--- src/rtl/load_store_unit.sv ---
// Load/store unit: execute-stage requests to Avalon-MM, lane steering, optional split of lane-crossing accesses.
// Latency: aligned load 3 cycles (1-cycle response), aligned store 2 cycles, fault pulse 1 cycle after accept.
// Backpressure: ready only in IDLE; avm_waitrequest stalls the command, each split adds one full beat.
module load_store_unit #(
  parameter int DATA_WIDTH       = 32,
  parameter int ADDR_WIDTH       = 32,
  parameter int ALLOW_MISALIGNED = 1
) (
  input  logic                    i_clk,
  input  logic                    i_rst,
  input  logic [ADDR_WIDTH-1:0]   i_address,
  input  logic [1:0]              i_size,          // 0 BYTE, 1 HALF, 2 WORD, 3 DOUBLE
  input  logic                    i_zero_extend,
  input  logic                    i_read,
  input  logic                    i_write,
  input  logic [DATA_WIDTH-1:0]   i_to_bus,
  output logic [DATA_WIDTH-1:0]   o_from_bus,
  output logic                    o_ready,
  output logic                    o_done,
  output logic                    o_fault,
  output logic [ADDR_WIDTH-1:0]   o_avm_address,
  output logic [DATA_WIDTH/8-1:0] o_avm_byteenable,
  output logic                    o_avm_read,
  output logic                    o_avm_write,
  output logic [DATA_WIDTH-1:0]   o_avm_writedata,
  input  logic [DATA_WIDTH-1:0]   i_avm_readdata,
  input  logic                    i_avm_readdatavalid,
  input  logic                    i_avm_waitrequest
);

  localparam int BYTES = DATA_WIDTH / 8;
  localparam int OFS   = $clog2(BYTES);

  typedef enum logic [2:0] {S_IDLE, S_RD_REQ, S_RD_WAIT, S_WR_REQ, S_FAULT} state_t;

  state_t                  r_state, w_next_state;
  logic                    r_beat, r_split, r_zext, r_done;
  logic [OFS-1:0]          r_ofs;
  logic [3:0]              r_nbytes;
  logic [DATA_WIDTH-1:0]   r_data, r_asm, r_from_bus, r_avm_wdata;
  logic [ADDR_WIDTH-1:0]   r_avm_address;
  logic [BYTES-1:0]        r_avm_be;

  // Request decode, evaluated on the live inputs while IDLE
  logic [OFS-1:0]          w_req_ofs;
  logic [3:0]              w_req_nbytes;
  logic                    w_req_cross, w_req_illegal;
  logic [6:0]              w_req_sh;
  logic [BYTES-1:0]        w_req_be;
  assign w_req_ofs     = i_address[OFS-1:0];
  assign w_req_nbytes  = 4'd1 << i_size;
  assign w_req_cross   = (5'(w_req_ofs) + 5'(w_req_nbytes)) > 5'(BYTES);
  assign w_req_illegal = (i_size == 2'd3) && (DATA_WIDTH == 32);
  assign w_req_sh      = 7'(w_req_ofs) << 3;
  assign w_req_be      = BYTES'(((16'd1 << w_req_nbytes) - 16'd1) << w_req_ofs);

  // Latched-request datapath: beat-1 steering and load assembly/extension
  logic [6:0]              w_sh0, w_sh1, w_nbits;
  logic [BYTES-1:0]        w_be1;
  logic [DATA_WIDTH-1:0]   w_beat_val, w_keep, w_loaded;
  logic                    w_sign, w_final_beat;
  assign w_sh0        = 7'(r_ofs) << 3;
  assign w_sh1        = 7'(DATA_WIDTH) - w_sh0;   // bit position where beat-1 bytes land
  assign w_nbits      = 7'(r_nbytes) << 3;
  assign w_be1        = BYTES'((16'd1 << (5'(r_ofs) + 5'(r_nbytes) - 5'(BYTES))) - 16'd1);
  assign w_final_beat = r_beat || !r_split;
  assign w_beat_val   = r_beat ? (r_asm | (i_avm_readdata << w_sh1)) : (i_avm_readdata >> w_sh0);
  // keep = n-byte mask; (1 << DATA_WIDTH) - 1 wraps to all ones for full-width access
  assign w_keep       = ({{(DATA_WIDTH-1){1'b0}}, 1'b1} << w_nbits) - {{(DATA_WIDTH-1){1'b0}}, 1'b1};
  // keep ^ (keep >> 1) isolates the top bit of the access, i.e. the sign bit
  assign w_sign       = |(w_beat_val & (w_keep ^ (w_keep >> 1)));
  assign w_loaded     = (r_zext || !w_sign) ? (w_beat_val & w_keep) : (w_beat_val | ~w_keep);

  logic w_accept, w_capture, w_advance, w_finish;

  // State register
  always_ff @(posedge i_clk) begin
    if (i_rst) r_state <= S_IDLE;
    else       r_state <= w_next_state;
  end

  // Next-state and per-cycle control strobes
  always_comb begin
    w_next_state = r_state;
    w_accept     = 1'b0;
    w_capture    = 1'b0;
    w_advance    = 1'b0;
    w_finish     = 1'b0;
    case (r_state)
      S_IDLE: begin
        if (i_read || i_write) begin
          if (w_req_illegal || (w_req_cross && (ALLOW_MISALIGNED == 0))) begin
            w_next_state = S_FAULT;
          end else begin
            w_accept     = 1'b1;
            w_next_state = i_read ? S_RD_REQ : S_WR_REQ;
          end
        end
      end
      S_RD_REQ: begin
        if (i_avm_readdatavalid)     w_capture    = 1'b1;
        else if (!i_avm_waitrequest) w_next_state = S_RD_WAIT;
      end
      S_RD_WAIT: begin
        if (i_avm_readdatavalid) w_capture = 1'b1;
      end
      S_WR_REQ: begin
        if (!i_avm_waitrequest) begin
          if (w_final_beat) begin
            w_finish     = 1'b1;
            w_next_state = S_IDLE;
          end else begin
            w_advance    = 1'b1;
          end
        end
      end
      S_FAULT: w_next_state = S_IDLE;
      default: w_next_state = S_IDLE;
    endcase
    if (w_capture) begin
      if (w_final_beat) begin
        w_finish     = 1'b1;
        w_next_state = S_IDLE;
      end else begin
        w_advance    = 1'b1;
        w_next_state = S_RD_REQ;
      end
    end
  end

  // Request latch, bus beat registers, load result and done pulse
  always_ff @(posedge i_clk) begin
    if (i_rst) begin
      r_beat        <= 1'b0;
      r_split       <= 1'b0;
      r_zext        <= 1'b0;
      r_done        <= 1'b0;
      r_ofs         <= '0;
      r_nbytes      <= '0;
      r_data        <= '0;
      r_asm         <= '0;
      r_from_bus    <= '0;
      r_avm_address <= '0;
      r_avm_be      <= '0;
      r_avm_wdata   <= '0;
    end else begin
      r_done <= w_finish;
      if (w_accept) begin
        r_beat        <= 1'b0;
        r_split       <= w_req_cross;
        r_zext        <= i_zero_extend;
        r_ofs         <= w_req_ofs;
        r_nbytes      <= w_req_nbytes;
        r_data        <= i_to_bus;
        r_avm_address <= {i_address[ADDR_WIDTH-1:OFS], {OFS{1'b0}}};
        r_avm_be      <= w_req_be;
        r_avm_wdata   <= i_to_bus << w_req_sh;
      end
      if (w_advance) begin
        r_beat        <= 1'b1;
        r_avm_address <= r_avm_address + ADDR_WIDTH'(BYTES);
        r_avm_be      <= w_be1;
        r_avm_wdata   <= r_data >> w_sh1;
      end
      if (w_capture) begin
        if (w_final_beat) r_from_bus <= w_loaded;
        else              r_asm      <= w_beat_val;
      end
    end
  end

  assign o_ready          = (r_state == S_IDLE);
  assign o_avm_read       = (r_state == S_RD_REQ);
  assign o_avm_write      = (r_state == S_WR_REQ);
  assign o_fault          = (r_state == S_FAULT);
  assign o_done           = r_done;
  assign o_from_bus       = r_from_bus;
  assign o_avm_address    = r_avm_address;
  assign o_avm_byteenable = r_avm_be;
  assign o_avm_writedata  = r_avm_wdata;

endmodule

--- config.mk ---
export PLATFORM = sky130hd
export DESIGN_NAME = load_store_unit
export DESIGN_NICKNAME = d
export VERILOG_FILES = /design/src/rtl/load_store_unit.sv
export SDC_FILE = /design/constraint.sdc
export NUM_CORES = 1
export LEC_CHECK = 0
export CAP_MARGIN = 5
export CORE_ASPECT_RATIO = 2
export CORE_UTILIZATION = 56
export DETAILED_ROUTE_END_ITERATION = 8
export GPL_TIMING_DRIVEN = 0
export PLACE_DENSITY = 0.87
export REMOVE_ABC_BUFFERS = 1
export SLEW_MARGIN = 5
export SYNTH_ARGS = -nofsm -noshare
export SYNTH_HDL_FRONTEND = slang
export SYNTH_SLANG_ARGS = --single-unit
--- constraint.sdc ---
create_clock -name i_clk -period 7.9 [get_ports i_clk]
set_clock_uncertainty 0.05 [all_clocks]
set_input_delay 1.58 -clock i_clk [delete_from_list [all_inputs] [get_ports i_clk]]
set_output_delay 1.58 -clock i_clk [all_outputs]
set_load 0.03 [all_outputs]
* Yosys cells after proc, flatten, opt, wreduce, memory -nomap -nowiden
Index checks and enable logic that the tools add are counted.
Cells by class: add/subtract/negate cells 8, multiply operators 0, div/mod/pow operators 0, $lt $le $gt $ge 1, equality and inequality tests 11, shift operators 9, muxes and demuxes 35, bitwise operators 7, reduce and logical (&&, ||, !) cells 12
Operators by type and width (number):
- $mux 32 | 6
- $and 32x32->32 | 2
- $or 32x32->32 | 2
- $add 32x3->32 const B | 1
- $not 32->32 | 1
- $reduce_or 32->1 | 1
- $shl 1x7->32 const A | 1
- $shl 32x5->32 | 1
- $shl 32x7->32 | 1
- $shr 32x5->32 | 1
- $shr 32x7->32 | 1
- $sub 32x1->32 const B | 1
- $xor 32x31->32 | 1
- $mux 3 | 7
- $mux 1 | 18
- $shl 1x4->16 const A | 1
- $shl 16x2->4 | 1
- $sub 16x1->16 const B | 1
- $pmux 3 s4 | 1
- $add 2x4->5 | 2
- $ne 3x2->1 const B | 3
- $mux 4 | 2
- $sub 6x5->7 const A | 1
- $eq 3x2->1 const B | 2
- 19 further kinds | 24
Word-level totals: bits in registers 177, bits in latches 0, RAM bits 0, ROM bits 0, output and inout bits 105, word-level logic and storage cells 96, memories 0

* Logic depth before layout (Yosys ltp)
depth in word-level cells 9, mapped depth 13, gate-level depth less buffers 10

* Worst setup path after synthesis
Ideal clock, no wire load.
path type in2reg, start in i_avm_readdata[31], end reg r_from_bus[0] (netlist: o_from_bus[0]), data arrival time 3278 ps, slack 4450 ps, cell stages on the path 7, buffers on the path 1, cell sequence mux4_2 o22a_1 and2_4 or2_1 buf_6 o2111a_2 a221o_1
Between the ends: longest elaborated chain between the ends 8
RTL lines:
- start: declaration | RTL line 26 | input logic [DATA_WIDTH-1:0] i_avm_readdata,
- $shl 32x7->32 | RTL line 67 | assign w_beat_val = r_beat ? (r_asm | (i_avm_readdata << w_sh1)) : (i_avm_readdata >> w_sh0);
- $or 32x32->32 | RTL line 67
- $mux 32 * | RTL line 67
- $and 32x32->32 | RTL line 71 | assign w_sign = |(w_beat_val & (w_keep ^ (w_keep >> 1)));
- $reduce_or 32->1 | RTL line 71
- $logic_not 1->1 | RTL line 72 | assign w_loaded = (r_zext || !w_sign) ? (w_beat_val & w_keep) : (w_beat_val | ~w_keep);
- $logic_or 1x1->1 | RTL line 72
- $mux 32 * | RTL line 72
- end signal: assignment | RTL line 166 | if (w_final_beat) r_from_bus <= w_loaded;
- end: declaration | RTL line 40 | logic [DATA_WIDTH-1:0] r_data, r_asm, r_from_bus, r_avm_wdata;
Every way passes the cells marked *; elsewhere a longest branch is shown, timed or not. A chain may end at the register's enable or synchronous reset.

* Worst setup path after layout
start reg r_ofs[1], end reg r_from_bus[11] (netlist: o_from_bus[11])
Between the ends: longest elaborated chain between the ends 9
RTL lines:
- start: declaration | RTL line 38 | logic [OFS-1:0] r_ofs;
- start signal: assignment | RTL line 152 | r_ofs <= w_req_ofs;
- $sub 6x5->7 | RTL line 63 | assign w_sh1 = 7'(DATA_WIDTH) - w_sh0;
- $shl 32x7->32 | RTL line 67
- $or 32x32->32 | RTL line 67
- $mux 32 * | RTL line 67
- $and 32x32->32 | RTL line 71
- $reduce_or 32->1 | RTL line 71
- $logic_not 1->1 | RTL line 72
- $logic_or 1x1->1 | RTL line 72
- $mux 32 * | RTL line 72
Marks and branches as above.

==> out/qor.yml <==
route:
  vias_per_cell: 6.648
  wl_met3_mm: 2.307
  drc: 0
  wl_met2_mm: 17.01
  dr_total_vias: 10820
  first_pass_iters: 7
  ant_nets: 0
  drt_wl_total_mm: 33.53
  highest_layer: "met4"
  drt_first_iter_violations: 787
  wire_per_inst_um: 20.61
  wl_met1_mm: 11.54
critical_path:
  startpoint_type: "flip-flop"
  crit_fanout: 26
  path_class: "reg2reg"
  worstSetupEndpointType: "flip-flop"
  worstPathArrival_ns: 5.25
  r2r_slack_ns: 2.87
  required_ns: 8.12
power:
  p_sw_mw: 1.080
  pwr-share-comb: 0.340
  power.internal_mw: 1.854
  pwr-share-clk: 0.295
  power_leakage_nw: 4.480
  seqPwrFrac: 0.365
  vdd_drop_max_mv: 0.1602
  powerDensity_mw_per_mm2: 231.5
  p_sw_frac: 0.3682
  p_total_mw: 2.934
clock_network:
  holdBufCountCts: 0
  cts.htree.levels: 4
  cts_tree: "done"
  worstSkewPairLatency_ns: 0.44
  clockRootBuffer: "clkbuf_16"
  post-cts-setup-buffers: 0
  cts_buffers: 17
  cts_resized: 0
  clock_sinks: 175
  clk_path_buf_depth: 2
  clk_pin_slew_ns: 0.08
placement:
  io_buffers: 207
  placed_area_mm2: 0.01209
  hpwlAfterDp_mm: 22.77
  place_inst: 1595
  routabilityCongestion: 0.9622
worst_hold_path:
  min-delay-path-class: "reg2reg"
timing:
  relSlewSlack: 0.06176
  post-route-period-util: 0.6363
  post-route-min-period_ns: 5.027
  rsz0062_at_grt: "false"
  report.final.hold_viol_count: 0
  worst_pin_slew_ns: 1.402
  slew_violations: 0
  setup_viol: 0
  holdWs_ns: 0.4055
  fmax_mhz: 198.9
status:
  status: "finished clean"
grt:
  antenna_found_initial: 0
  globalRouteOverflowTotal: 0
  grt_pass1_vias: 10610
  grt_start_max_net_pins: 87
  grt_pass1_wl_mm: 53.13
  grt.total_usage: 0.3786
synthesis:
  synth_edf_count: 0
  yosysWarnings: 0
  synth-main-ff-cell: "dfxtp_1"
  yosys.area.top_type: "dfxtp_1"
  yosys-top-cells-count: "nand2_1 (244), dfxtp_1 (175), a21oi_1 (133)"
  synth_area_leaders: "dfxtp_1 (36%), nand2_1 (9.3%), mux2i_1 (6.8%)"
  syn_area_mm2: 0.009847
  synth_cells: 1265
  yosysSeqAreaShare: 0.3558
  ys_ff_latch: 175
  async_reset_ff_frac: 0
  ys_types: 73
  syn_avg_cell_area_um2: 7.784
  synth.most_common_cell: "nand2_1"
  synth_top_area_share: 0.3558
floorplanning:
  die_area_mm2: 0.01815
  die_w_um: 95.77
  start_util: 0.5701
  die_y_um: 189.5
  core_area_mm2: 0.01727
  io_pins: 210
  row_count: 68
layout:
  syn_to_final_growth_pct: 28.75
  antenna_cells: 0
  nets: 1520
  drive_gt1_frac: 0.06987
  final_cells: 1627
  final_cell_area_mm2: 0.01268
  post-route-util: 0.7341
flow_run:
  cap_violations: 0
-- final timing paths --
check                        start                     endpoint  depth (start not counted)
max          r_ofs[1]$_SDFFE_PP0P_  o_from_bus[11]$_SDFFE_PP0P_                          8
min          r_asm[4]$_SDFFE_PP0P_        r_asm[4]$_SDFFE_PP0P_                          2
max reg2reg  r_ofs[1]$_SDFFE_PP0P_  o_from_bus[11]$_SDFFE_PP0P_                          8
min reg2reg  r_asm[4]$_SDFFE_PP0P_        r_asm[4]$_SDFFE_PP0P_                          2
-- power by group through the flow --
stage          logic, mW  registers [mW]  clock network [mW]
3_5_place_dp       0.977            1.09                   0
6_report           0.999            1.07               0.865
2_1_floorplan      0.462            1.18                   0
3_3_place_gp       0.921            1.10                   0
5_1_grt             1.07            1.08               0.909
4_1_cts            0.984            1.07               0.868
-- layout make-up --
| cell class | instances | area (um^2) |
|---|---|---|
| sequential | 175 | 3507 |
| multi-input combinational | 968 | 5896 |
| inverter | 20 | 75.07 |
| clock buffer | 18 | 439.2 |
| tap | 210 | 262.8 |
| clock inverter | 14 | 153.9 |
| fill | 1317 | 4593 |
| timing repair buffer | 222 | 2345 |
-- critical path, cell delays in order (launching register included) --
cell	delay [ns]
dfxtp_1	1.04
clkinv_1	0.76
ha_2	0.96
mux4_2	0.42
a221oi_1	0.32
nor2_1	0.09
or2_1	0.30
o211ai_1	0.71
o211ai_1	0.21
-- cell usage in the layout (no fill, tap or decap), types with 12 or more instances in the layout --
master,netlist,layout
mux2_2,22,22
nor3_1,24,22
clkbuf_16,0,17
nand3_1,49,48
a22oi_1,25,25
nor2_1,78,75
dfxtp_1,175,174
nor2b_1,13,12
a211oi_1,19,19
inv_1,19,19
mux2i_1,67,67
a21oi_1,133,133
clkdlybuf4s50_1,0,205
a221o_1,18,18
o211ai_1,23,23
o21ai_0,54,54
nand2_1,244,244
a31oi_1,22,21
-- metal layers --
metal,vias up,GRT usage
li1,4892,-
met4,0,0.3025
met5,-,0
met2,634,0.6310
met3,199,0.07114
met1,5091,0.4063
-- flip-flops by register name, summed over array words and instances (netlist names) --
signal / cells
o_avm_address: 30
o_avm_byteenable: 4
o_avm_writedata: 32
o_done: 1
o_from_bus: 32
r_asm: 32
r_beat: 1
r_data: 32
r_nbytes: 4
r_ofs: 2
r_split: 1
r_state: 3
r_zext: 1
-- logic make-up (layout without fill, tap and decap cells) --
logic type / after synthesis / after routing / share of synthesized area
AND/OR/NAND/NOR: 475 / 475 / 0.2161
buffers and inverters: 123 / 274 / 0.05095
multiplexers: 93 / 93 / 0.1024
AO/OA/AOI/OAI: 383 / 383 / 0.2553
XOR/XNOR: 4 / 4 / 0.003558
flip-flops: 175 / 175 / 0.3558
adder cells (fa/ha/maj): 11 / 11 / 0.01550
other: 1 / 2 / 0.0003808
-- stage by stage --
stage,setup TNS [ns],setup slack (ns)
6_report,0,2.873
5_1_grt,0,2.687
2_1_floorplan,0,1.150
3_3_place_gp,-169.49,-3.734
4_1_cts,0,3.104
3_5_place_dp,0,2.883
No activity file was read; power rests on OpenSTA's default activity.
